### src/rtl/fir_pkg.sv
// Shared constants and FSM encoding for the multi-channel FIR scheduler.
// Used by fir_ch_scheduler and fir_rr_arbiter.
package fir_pkg;

   localparam int DEF_WIDTH    = 16;
   localparam int DEF_NUM_TAPS = 4;
   localparam int DEF_NUM_CH   = 4;

   // Headroom bits above WIDTH so the tap sum never wraps
   localparam int ACC_GUARD   = 2;
   // Final normalising arithmetic right shift
   localparam int FINAL_SHIFT = 2;

   typedef enum logic [1:0] {
      IDLE,
      MAC,
      DONE
   } state_t;

endpackage

### src/rtl/fir_rr_arbiter.sv
// Combinational round-robin arbiter: first requester at or above ptr,
// wrapping; one-hot grant plus binary index.
module fir_rr_arbiter #(
   parameter int N     = 4,
   parameter int IDX_W = 2
) (
   input  logic [N-1:0]     req,
   input  logic [IDX_W-1:0] ptr,
   output logic [N-1:0]     grant,
   output logic [IDX_W-1:0] idx,
   output logic             any
);

   // Scan from the pointer upward and stop at the first request
   always_comb begin
      logic [IDX_W-1:0] c;
      c     = '0;
      grant = '0;
      idx   = '0;
      any   = 1'b0;
      for (int i = 0; i < N; i++) begin
         c = IDX_W'((int'(ptr) + i) % N);
         if (!any && req[c]) begin
            any      = 1'b1;
            grant[c] = 1'b1;
            idx      = c;
         end
      end
   end

endmodule

### src/rtl/fir_ch_scheduler.sv
// Time-multiplexed FIR controller: one shift-and-add tap per cycle shared
// by NUM_CH channels. Define FIR_BYPASS_EN to add the bypass input.
module fir_ch_scheduler
   import fir_pkg::*;
#(
   parameter int WIDTH    = DEF_WIDTH,
   parameter int NUM_TAPS = DEF_NUM_TAPS,
   parameter int NUM_CH   = DEF_NUM_CH,
   parameter int CH_W     = $clog2(DEF_NUM_CH)
) (
   input  logic                    clk,
   input  logic                    arst_n,
`ifdef FIR_BYPASS_EN
   input  logic                    bypass,
`endif
   input  logic [NUM_CH-1:0]       in_valid,
   input  logic [NUM_CH*WIDTH-1:0] in_data,
   output logic [NUM_CH-1:0]       in_ready,
   output logic                    out_valid,
   output logic [WIDTH-1:0]        out_data,
   output logic [CH_W-1:0]         out_ch,
   input  logic                    out_ready,
   output logic                    busy
);

   localparam int ACC_W = WIDTH + ACC_GUARD;
   localparam int TAP_W = (NUM_TAPS > 1) ? $clog2(NUM_TAPS) : 1;

   state_t state, state_nx;

   logic [NUM_CH-1:0]       grant;
   logic [CH_W-1:0]         gnt_idx;
   logic                    gnt_any;
   logic                    accept;
   logic                    skip;
   logic                    last_tap;
   logic                    shift_en;
   logic [CH_W-1:0]         shift_ch;
   logic signed [WIDTH-1:0] shift_val;
   logic signed [WIDTH-1:0] in_smp;
   logic signed [WIDTH-1:0] opnd;
   logic signed [WIDTH-1:0] scaled;
   logic signed [ACC_W-1:0] term;

   logic [CH_W-1:0]         ptr;
   logic [CH_W-1:0]         ch_q;
   logic signed [WIDTH-1:0] smp_q;
   logic signed [ACC_W-1:0] acc;
   logic [TAP_W-1:0]        tap;
   logic signed [WIDTH-1:0] hist [NUM_CH][NUM_TAPS-1];

   fir_rr_arbiter #(
      .N     (NUM_CH),
      .IDX_W (CH_W)
   ) u_arb (
      .req   (in_valid),
      .ptr   (ptr),
      .grant (grant),
      .idx   (gnt_idx),
      .any   (gnt_any)
   );

`ifdef FIR_BYPASS_EN
   assign skip = bypass;
`else
   assign skip = 1'b0;
`endif

   assign accept   = (state == IDLE) && gnt_any;
   assign last_tap = (tap == TAP_W'(NUM_TAPS - 1));
   assign in_smp   = in_data[gnt_idx*WIDTH +: WIDTH];

   // History shifts as the result enters DONE (from MAC, or directly on bypass)
   assign shift_en  = ((state == MAC) && last_tap) || (accept && skip);
   assign shift_ch  = (state == IDLE) ? gnt_idx : ch_q;
   assign shift_val = (state == IDLE) ? in_smp : smp_q;

   assign out_valid = (state == DONE);
   assign out_data  = acc[FINAL_SHIFT +: WIDTH];
   assign out_ch    = ch_q;
   assign busy      = (state != IDLE);

   // Tap operand: new sample for tap 0, older history for later taps
   always_comb begin
      opnd = smp_q;
      for (int k = 1; k < NUM_TAPS; k++) begin
         if (tap == TAP_W'(k)) opnd = hist[ch_q][k-1];
      end
      scaled = opnd >>> tap;
      term   = {{ACC_GUARD{scaled[WIDTH-1]}}, scaled};
   end

   // State register
   always_ff @(posedge clk or negedge arst_n) begin
      if (!arst_n) state <= IDLE;
      else         state <= state_nx;
   end

   // Next state and handshake towards the sources
   always_comb begin
      state_nx = state;
      in_ready = '0;
      unique case (state)
         IDLE: begin
            in_ready = grant;
            if (gnt_any) state_nx = skip ? DONE : MAC;
         end
         MAC:  if (last_tap) state_nx = DONE;
         DONE: if (out_ready) state_nx = IDLE;
         default: state_nx = IDLE;
      endcase
   end

   // Accept latch, round-robin pointer and tap accumulation
   always_ff @(posedge clk or negedge arst_n) begin
      if (!arst_n) begin
         ptr   <= '0;
         ch_q  <= '0;
         smp_q <= '0;
         acc   <= '0;
         tap   <= '0;
      end else if (accept) begin
         ptr   <= CH_W'((int'(gnt_idx) + 1) % NUM_CH);
         ch_q  <= gnt_idx;
         smp_q <= in_smp;
         acc   <= skip ? ({{ACC_GUARD{in_smp[WIDTH-1]}}, in_smp} <<< FINAL_SHIFT)
                       : '0;
         tap   <= '0;
      end else if (state == MAC) begin
         acc <= acc + term;
         tap <= tap + 1'b1;
      end
   end

   // Per-channel sample history; only the served channel moves
   always_ff @(posedge clk or negedge arst_n) begin
      if (!arst_n) begin
         for (int c = 0; c < NUM_CH; c++)
            for (int k = 0; k < NUM_TAPS-1; k++)
               hist[c][k] <= '0;
      end else if (shift_en) begin
         for (int k = NUM_TAPS-2; k >= 1; k--)
            hist[shift_ch][k] <= hist[shift_ch][k-1];
         hist[shift_ch][0] <= shift_val;
      end
   end

endmodule

### config.mk
export PLATFORM = sky130hd
export DESIGN_NAME = fir_ch_scheduler
export DESIGN_NICKNAME = d
export VERILOG_FILES = /design/src/rtl/fir_pkg.sv /design/src/rtl/fir_rr_arbiter.sv /design/src/rtl/fir_ch_scheduler.sv
export SDC_FILE = /design/constraint.sdc
export NUM_CORES = 1
export LEC_CHECK = 0
export CAP_MARGIN = 20
export CORE_MARGIN = 2
export CORE_UTILIZATION = 55
export DETAILED_ROUTE_END_ITERATION = 10
export PLACE_DENSITY = 0.76
export SLEW_MARGIN = 20
export SYNTH_ARGS = -nofsm -noshare
export SYNTH_HDL_FRONTEND = slang
export SYNTH_SLANG_ARGS = --single-unit
export TNS_END_PERCENT = 50
### constraint.sdc
create_clock -name clk -period 14.64 [get_ports clk]
set_clock_uncertainty 0.15 [all_clocks]
set_input_delay 1.464 -clock clk [delete_from_list [all_inputs] [get_ports clk]]
set_output_delay 1.464 -clock clk [all_outputs]
set_load 0.05 [all_outputs]
# After elaboration in Yosys (flattened, before gate mapping)
# Index checks and enable logic that the tools add are counted.
[classes]
addsub = 6
n_mul = 0
div_mod_pow = 0
n_lt_le_gt_ge = 11
eq_ne = 8
n_shift = 2
mux = 57
bitwise_logic = 5
n_reduce_logical = 17
[ops]
columns = ["op", "count"]
rows = [
  ["bitwise mux 192 bit", 3],
  ["demux 48 bit (select 2 bit)", 3],
  ["two-way mux 48 bit", 5],
  ["binary-select mux 48 bit (select 2 bit)", 2],
  ["two-way mux 16 bit", 5],
  ["indexed part select 64 x 7 -> 16 bit", 1],
  ["two-way mux 18 bit", 2],
  ["two-way mux 32 bit", 1],
  ["two-way mux 2 bit", 10],
  ["two-way mux 4 bit", 5],
  ["adder 18 x 16 -> 18 bit", 1],
  [">>> shifter 16 x 2 -> 16 bit", 1],
  ["less-than comparator 2 x 3 -> 1 bit, second input constant", 4],
  ["two-way mux 1 bit", 12],
  ["bitwise OR 4 bit", 3],
  ["logical AND 1 bit", 10],
  ["binary-select mux 1 bit (select 2 bit)", 4],
  ["demux 1 bit (select 2 bit)", 4],
  [">= comparator 2 x 1 -> 1 bit, second input constant", 4],
  ["adder 2 x 1 -> 2 bit, second input constant", 3],
  ["== test 2 bit, second input constant", 3],
  [">= comparator 3 bit, second input constant", 2],
  ["inverter 2 -> 3 bit", 2],
  ["one-hot mux 2 bit (3 select lines)", 1],
  ["9 further kinds", 15],
]
[totals]
register_bits = 234
latchBits = 0
ram_bits = 0
romBits = 0
inputBits = 71
out_inout_bits = 24
elab_cells = 124
memories = 0

# Longest topological paths before layout
# Gate-level depths: netlist of the first run.
[logic_depth]
depth_word = 21
depth_mapped = 20
mapped_depth_nobuf = 18

# Cells and area by module
# From an unflattened synthesis of the first run, not the netlist that was laid out.
[hier_totals]
hier_cells = 1090
hier_area_um2 = 13616.8
[by_module_without_submodules]
columns = ["mod", "instances", "cells_each", "area_each_um2", "seq_area_each_um2"]
rows = [
  ["fir_ch_scheduler", 1, 1045, 13197.7, 5855.6],
  ["fir_rr_arbiter", 1, 45, 419.2, 0.0],
]

# Least setup slack after synthesis of the first run
# OpenSTA, ideal clock, no wires.
[synth_timing]
kind = "input to output"
from = "input in_valid[3]"
to = "output in_ready[0]"
arrival_time_ps = 3325
t_required_ps = 13026
slack_ps = 9701
path_stages = 7
path_buffers = 1
cell_sequence = "buf_2 > mux4_2 > nor3_4 > a22oi_1 > nor2_1 > a221oi_1 > nor2_1"
[synth_via]
elab_chain_cells = 13
word_cells_on_any_way = 25
classes_between = "16 x mux; 3 x bitwise; 6 x reduce/logical"
[synth_rtl]
columns = ["element", "line_no", "source"]
rows = [
  ["from (decl)", "fir_ch_scheduler.sv:16", "input logic [NUM_CH-1:0] in_valid,"],
  ["binary-select mux 1 bit (select 2 bit)", "fir_rr_arbiter.sv:23", "if (!any && req[c]) begin"],
  ["two-way mux 1 bit (implied by the code)", "fir_rr_arbiter.sv:23", ""],
  ["two-way mux 1 bit", "fir_rr_arbiter.sv:23", ""],
  ["logical NOT 1 bit", "fir_rr_arbiter.sv:23", ""],
  ["logical AND 1 bit", "fir_rr_arbiter.sv:23", ""],
  ["two-way mux 1 bit", "fir_rr_arbiter.sv:23", ""],
  ["logical NOT 1 bit", "fir_rr_arbiter.sv:23", ""],
  ["logical AND 1 bit", "fir_rr_arbiter.sv:23", ""],
  ["two-way mux 1 bit", "fir_rr_arbiter.sv:23", ""],
  ["logical NOT 1 bit", "fir_rr_arbiter.sv:23", ""],
  ["logical AND 1 bit", "fir_rr_arbiter.sv:23", ""],
  ["two-way mux 4 bit (*)", "fir_rr_arbiter.sv:23", ""],
  ["two-way mux 4 bit (*)", "fir_ch_scheduler.sv:103", "unique case (state)"],
  ["to (decl)", "fir_ch_scheduler.sv:18", "output logic [NUM_CH-1:0] in_ready,"],
]
# Every way passes the cells marked *; elsewhere a longest branch is shown, timed or not. The select of a mux whose other input is x is not followed.

# Worst setup path in the final report of the first run
[layout_timing]
from = "register tap[0]"
to = "register acc[16]"
[layout_via]
elab_chain_cells = 8
word_cells_on_any_way = 10
classes_between = "1 x add/sub; 3 x eq/ne; 1 x shift; 5 x mux"
[layout_rtl]
columns = ["element", "line_no", "source"]
rows = [
  ["from (decl)", "fir_ch_scheduler.sv:49", "logic [TAP_W-1:0] tap;"],
  ["from (signal assigned)", "fir_ch_scheduler.sv:131", "tap <= tap + 1'b1;"],
  ["== test 2 x 1 -> 1 bit", "fir_ch_scheduler.sv:87", "if (tap == TAP_W'(k)) opnd = hist[ch_q][k-1];"],
  ["two-way mux 16 bit (3 in series)", "fir_ch_scheduler.sv:87", ""],
  [">>> shifter 16 x 2 -> 16 bit (*)", "fir_ch_scheduler.sv:89", "scaled = opnd >>> tap;"],
  ["adder 18 x 16 -> 18 bit (*)", "fir_ch_scheduler.sv:130", "acc <= acc + term;"],
  ["two-way mux 18 bit (*)", "fir_ch_scheduler.sv:129", "end else if (state == MAC) begin"],
  ["two-way mux 18 bit (*)", "fir_ch_scheduler.sv:122", "end else if (accept) begin"],
  ["to (signal assigned)", "fir_ch_scheduler.sv:126", "acc <= skip ? ({{ACC_GUARD{in_smp[WIDTH-1]}}, in_smp} <<< FINAL_SHIFT)"],
  ["to (signal assigned)", "fir_ch_scheduler.sv:130", ""],
  ["to (decl)", "fir_ch_scheduler.sv:48", "logic signed [ACC_W-1:0] acc;"],
]
# Marks and branches as above.
# A chain may end at the register's enable or synchronous reset.

==> results.md, run 1 <==
* Synth-to-Final Area Change at 13.5%
* WL/cell at 19.0 µm
* Drt via density at 6.02
* Mean Syn Cell Area at 10.6 µm²
* CTS tree: done
* #FFs+latches synth at 234
* Largest net degree at the start of global routing at 121
* Worst setup EP type: flop
* Post-Synthesis Cells at 1199
* DRC at 0
* Iteration-0 DRC Markers at 710
* TritonCTS buffer count at 25
* RSZ-0062 raised after global routing: false
* Sequential area share after synthesis at 0.459
* # clock sinks at 234
* Clk Latency, worst-skew pair at 0.53 ns
* Outcome: finished clean
* Via count at 9272
* Syn. warnings at 0
* WP data arrival at 6.22 ns
* # fillers at 1782
* Std cell rows at 55
* DR pass1 iterations at 5
* Post-Route WL at 29200 µm
* Final number of max-transition violations at 0
* Non-Filler Instances at 1540
* FMAX at 0.169 GHz
* Pre-CTS setup slack at 8.86 ns
* Fin worst setup slack at 8.73 ns
* Hold Buf Count CTS at 0
* Area of the multi-input gates at 0.00638 mm²
* # nets final at 1339
* H-tree depth at 1
* Max-slew headroom at 0.287
* Cells after DPL at 1497
* HPWL after DPL at 19000 µm
* WHS at 0.327 ns
* First-pass GRT wire length at 49100 µm
* Synth Net Count at 1299
* Initial antenna violation count at 0
* Starting Density at 0.562
* Die area at 0.0244 mm²
* Share of cells above drive strength 1 at 0.153
* CP Data Required Time at 14.95 ns
* Worst-margin pin slew at 1.07 ns
* CTS root buf: clkbuf_16
* Gr ovfl total at 0
* Final min period at 5.91 ns
* Die width at 156 µm
* Post-Synthesis Cell Area at 0.0128 mm²
* ANT cells at 0
* Worst Hold Class: reg -> reg
* CP max FO at 32
* Library cells used by synthesis at 59
* Post-synth EDFFs at 0
* Main synth FF type: dfrtp_1
* Sequential cell area at 0.00586 mm²
* Final Hold Viols at 0
* CTS clock-pin slew for the worst setup and hold paths at 0.06 ns
* # Post-CTS Setup Buffers at 0
* Input/output buffers at 94
* Crit path kind: reg -> reg
* Vias in the first global route at 9362
* Core Area at 0.0227 mm²
* Setup TNS at 0 ns
* Cts repair resizes at 0
* Clock Path Buffers at 3
* Max Cap Viol at 0
* Die Y at 156 µm
* I/O pins at 95
* RD Place Congestion at 0.840
* Final setup violation count at 0
* CP Launch Type: flop
* Final ANT Viol Nets at 0
* Final worst path period share at 0.404
* Async set-reset flop share out of synthesis at 1.00
* Tot GR Track Use at 0.251
## kinds of logic after synthesis
group / share of synthesized area
AO/OA/AOI/OAI: 0.126
XOR/XNOR: 0.00892
adder cells (fa/ha/maj): 0.0290
buffers and inverters: 0.0425
flip-flops: 0.459
multiplexers: 0.228
AND/OR/NAND/NOR: 0.107
## cell usage after synthesis, drive strengths merged, types with 2 or more instances
cell type / number / share of area
xnor2: 5 / 0.0034
o311ai: 3 / 0.0021
a211oi: 4 / 0.0024
buf: 41 / 0.022
mux2: 70 / 0.062
nand3: 29 / 0.011
o2111ai: 2 / 0.0014
inv: 11 / 0.0032
dfrtp: 234 / 0.46
a221oi: 21 / 0.019
a21oi: 33 / 0.013
xor2: 8 / 0.0055
mux2i: 104 / 0.082
o31ai: 2 / 0.0012
o21ai: 173 / 0.068
nor3: 5 / 0.0032
nand2b: 4 / 0.0020
nor2: 69 / 0.021
or2: 2 / 0.00098
o211ai: 5 / 0.0029
a21o: 9 / 0.0053
nand2: 194 / 0.057
clkbuf: 57 / 0.017
a311o: 2 / 0.0016
mux4: 48 / 0.085
a22oi: 4 / 0.0024
or3: 3 / 0.0015
nand4: 4 / 0.0020
nor3b: 2 / 0.0012
o21a: 2 / 0.0012
ha: 28 / 0.027
nor2b: 6 / 0.0029
## stage by stage
| stage | instance area (µm²) | util |
|---|---|---|
| global placement | 13700 | 0.604 |
| global route | 14500 | 0.638 |
| finish | 14500 | 0.638 |
| detailed placement | 13700 | 0.604 |
| CTS | 14500 | 0.638 |
| floorplan | 12800 | - |
## cells in the final DEF, fill, tap and decap left out, types with 3 or more instances in the layout
cell / count
nor2b_1: 6
xnor2_1: 5
clkbuf_16: 25
dfrtp_1: 232
nor2_1: 67
buf_4: 17
o21ai_0: 138
mux4_2: 48
mux2i_1: 104
o21ai_1: 35
clkdlybuf4s50_1: 93
ha_1: 28
a21o_1: 8
nand2b_1: 3
a22oi_1: 4
o211ai_1: 5
a21oi_1: 33
o311ai_0: 3
a221oi_2: 9
a211oi_1: 4
nor3_1: 3
nand2_1: 193
clkbuf_8: 4
a221oi_1: 12
mux2_2: 70
xor2_1: 8
clkbuf_1: 10
nand4_1: 4
inv_1: 10
nand3_1: 29
## state kept, by name, summed over array words and instances, names as in the netlist
register / flops
hist: 192
tap: 2
state: 2
out_ch: 2
acc: 18
smp_q: 16
ptr: 2
## cell type report
class	count	share of cell area
Multi-Input combinational cell	855	0.440
Sequential cell	234	0.405
Timing Repair Buffer	111	0.0741
Clock buffer	39	0.0496
Tap cell	285	0.0246
Clock inverter	4	0.00354
Inverter	12	0.00311
## routing by layer
metal / global-route usage / vias up / wire (µm)
met4: 0.0738 / 0 / 828
met5: 0 / - / 0
li1: - / 4410 / -
met3: 0.0360 / 49 / 1460
met1: 0.353 / 4575 / 13100
met2: 0.409 / 238 / 13800
## worst paths after layout
check	start	end	slack, ns	cells past startpoint
setup / recovery	tap[0]	acc[16]	8.73	18
hold / removal	hist[60]	hist[60]	0.33	2
setup reg to reg	tap[0]	acc[16]	8.73	18
hold reg to reg	hist[60]	hist[60]	0.33	2
max in group asynchronous	arst_n	hist[145]	11.37	3
min in group asynchronous	arst_n	ptr[0]	0.88	1
## critical path, cell delays in order, from the launching register on
cell       delay (ns)
dfrtp_1          0.81
clkinv_1         0.84
ha_1             0.49
buf_4            0.24
nor2_1           0.14
a21oi_1          0.07
mux2i_1          0.16
o21ai_0          0.13
a221oi_1         0.34
ha_1             0.25
inv_1            0.07
fa_1             0.40
nor2b_1          0.14
o21ai_1          0.10
a2111oi_0        0.43
nor4_1           0.14
or2_2            0.35
or4_1            0.48
nand4_1          0.09
Power of run 1 is left out: the tool's default activity adds up to more than one toggle a clock period on the data nets, which glitch-free logic cannot reach.
==> inputs of run 2 (changes only) <==
- clock period: 14.64 -> 5.6 ns (I/O delays scaled with it)
==> run 2 against run 1 <==
Effect of this change:
- register-to-register slack got worse by 8.2 ns
- worst hold slack improved by 0.0049 ns
- core utilization rose by 0.35 points
- via count fell by 0.27%
- final cell count rose by 0.39%
- global-route usage fell by 0.15 points
- non-clock buffer count rose by 5
- critical path depth fell by 2
- fmax rose by 16%
- count of clock-buffer cells in the layout fell by 2
- critical endpoint unchanged
- largest cell class unchanged
==> results.md, run 2 (same netlist as run 1, synthesis figures left out) <==
* Outcome: finished clean
* CP max FO at 16 (-50%)
* First-pass GRT wire length at 48700 µm (-0.72%)
* Largest net degree at the start of global routing at 174 (+44%)
* WP data arrival at 5.39 ns (-0.83 ns)
* R2R setup slack at 0.52 ns (-8.21 ns)
* Max Cap Viol at 0 (unchanged)
* Largest registers: hist: 192 flops, acc: 18 flops, smp_q: 16 flops
* DR pass1 iterations at 5 (unchanged)
* RSZ-0062 raised after global routing: false
* Tot GR Track Use at 0.249 (-0.00154)
* Die area at 0.0244 mm² (unchanged)
* CP Cell Sequence: inv_2, ha_1, buf_4, mux2i_1, nor2_1, a21oi_1, mux2i_1, o21ai_0, mux2i_1, ha_1, nand4_1, a2111oi_0, nor4_1, or2_2, or4_1, nand4_1
* CTS root buf: clkbuf_16
* Core Area at 0.0227 mm² (unchanged)
* Final Hold Viols at 0 (unchanged)
* Input/output buffers at 94 (unchanged)
* Worst Hold Class: reg -> reg
* CP Launch Type: flop
* Worst setup EP type: flop
* Via count at 9247 (-0.27%)
* Most frequent CP cell: mux2i_1
* Gr ovfl total at 0 (unchanged)
* RD Place Congestion at 0.877 (+4.4%)
* # Post-CTS Setup Buffers at 0 (unchanged)
* Crit-path max cell delay at 0.59 ns (-0.25 ns)
* Share of cells above drive strength 1 at 0.159 (+0.00562)
* # nets final at 1344 (+0.37%)
* Max reg flops at 192 (unchanged)
* Std cell rows at 55 (unchanged)
* Initial antenna violation count at 0 (unchanged)
* Crit path kind: reg -> reg
* CP max-delay cell: dfrtp_1
* I/O pins at 95 (unchanged)
* Final setup violation count at 0 (unchanged)
* ANT cells at 0 (unchanged)
* Cts repair resizes at 0 (unchanged)
* Die width at 156 µm (unchanged)
* Clk Latency, worst-skew pair at 0.52 ns (about the same)
* Clock Path Buffers at 3 (unchanged)
* Max-slew headroom at 0.357 (+0.0697)
* Iteration-0 DRC Markers at 506 (-29%)
* Hold Buf Count CTS at 1 (+1)
* Synth-to-Final Area Change at 14.1%
* # fillers at 1808 (+1.5%)
* Die Y at 156 µm (unchanged)
* DRC at 0 (unchanged)
* Final worst path period share at 0.908 (+0.504)
* CTS clock-pin slew for the worst setup and hold paths at 0.06 ns (about the same)
* Final min period at 5.08 ns (-0.831 ns)
* Most frequent cells in the layout: dfrtp_1, nand2_1, o21ai_0
* # clock sinks at 234 (unchanged)
* Worst-margin pin slew at 0.965 ns (-0.101 ns)
* Post-Route WL at 29500 µm (+1.2%)
* Final number of max-transition violations at 0 (unchanged)
* CTS tree: done
* Setup TNS at 0 ns (unchanged)
* Most common cell after layout, fill and taps aside: dfrtp_1
* CP Data Required Time at 5.91 ns (-9.04 ns)
* Starting Density at 0.562 (unchanged)
* HPWL after DPL at 20000 µm (+5.2%)
* FMAX at 0.197 GHz (+16%)
* H-tree depth at 1 (unchanged)
* TritonCTS buffer count at 25 (unchanged)
* Vias in the first global route at 9272 (-0.96%)
* Drt via density at 5.98 (-0.66%)
* Final ANT Viol Nets at 0 (unchanged)
* Largest Register: hist
* WL/cell at 19.1 µm (+0.77%)
## run 2: final timing paths
path / start / end / depth (start not counted)
max in group asynchronous: arst_n / hist[90] / 3
worst max register to register: tap[1] / acc[16] / 16
worst min-delay path: hist[59] / hist[59] / 2
min in group asynchronous: arst_n / ptr[0] / 2
worst min register to register: hist[59] / hist[59] / 2
worst max-delay path: tap[1] / acc[16] / 16
## run 2: through the flow
step	util	cells	area, µm²	hold WS, ns	setup slack, ns
floorplan	-	1199	12800	0.114	0.796
global placement	0.606	1501	13800	0.309	0.731
detailed placement	0.606	1501	13800	0.319	0.567
CTS	0.641	1546	14600	0.332	0.563
global route	0.641	1546	14600	0.361	0.114
finish	0.641	1546	14600	0.332	0.518
## run 2: critical path: cells and delay by family, from the launching register on
family | cells | cell delay (ns)
muxes | 3 | 0.54
buffers and inverters | 2 | 0.65
adders and majority gates | 2 | 0.81
and+or+nand+nor | 6 | 1.30
DFF | 1 | 0.59
AOI/OAI and AO/OA | 3 | 0.96
## run 2: per-layer routing
layer  GRT usage  part of all wire
met1       0.356              0.45
met2       0.402              0.47
met3      0.0388             0.059
met4      0.0647             0.020
met5           0                 0
## run 2: layout make-up
type	count	area [µm²]	area share
inverters	12	45.0	0.00309
repair buffers	116	1140	0.0782
multi-input cells	855	6380	0.438
well taps	285	357	0.0245
clock inverters	7	62.6	0.00430
flip-flops and latches	234	5860	0.402
clock buffers	37	721	0.0495
Power of run 2 is left out for the same reason.
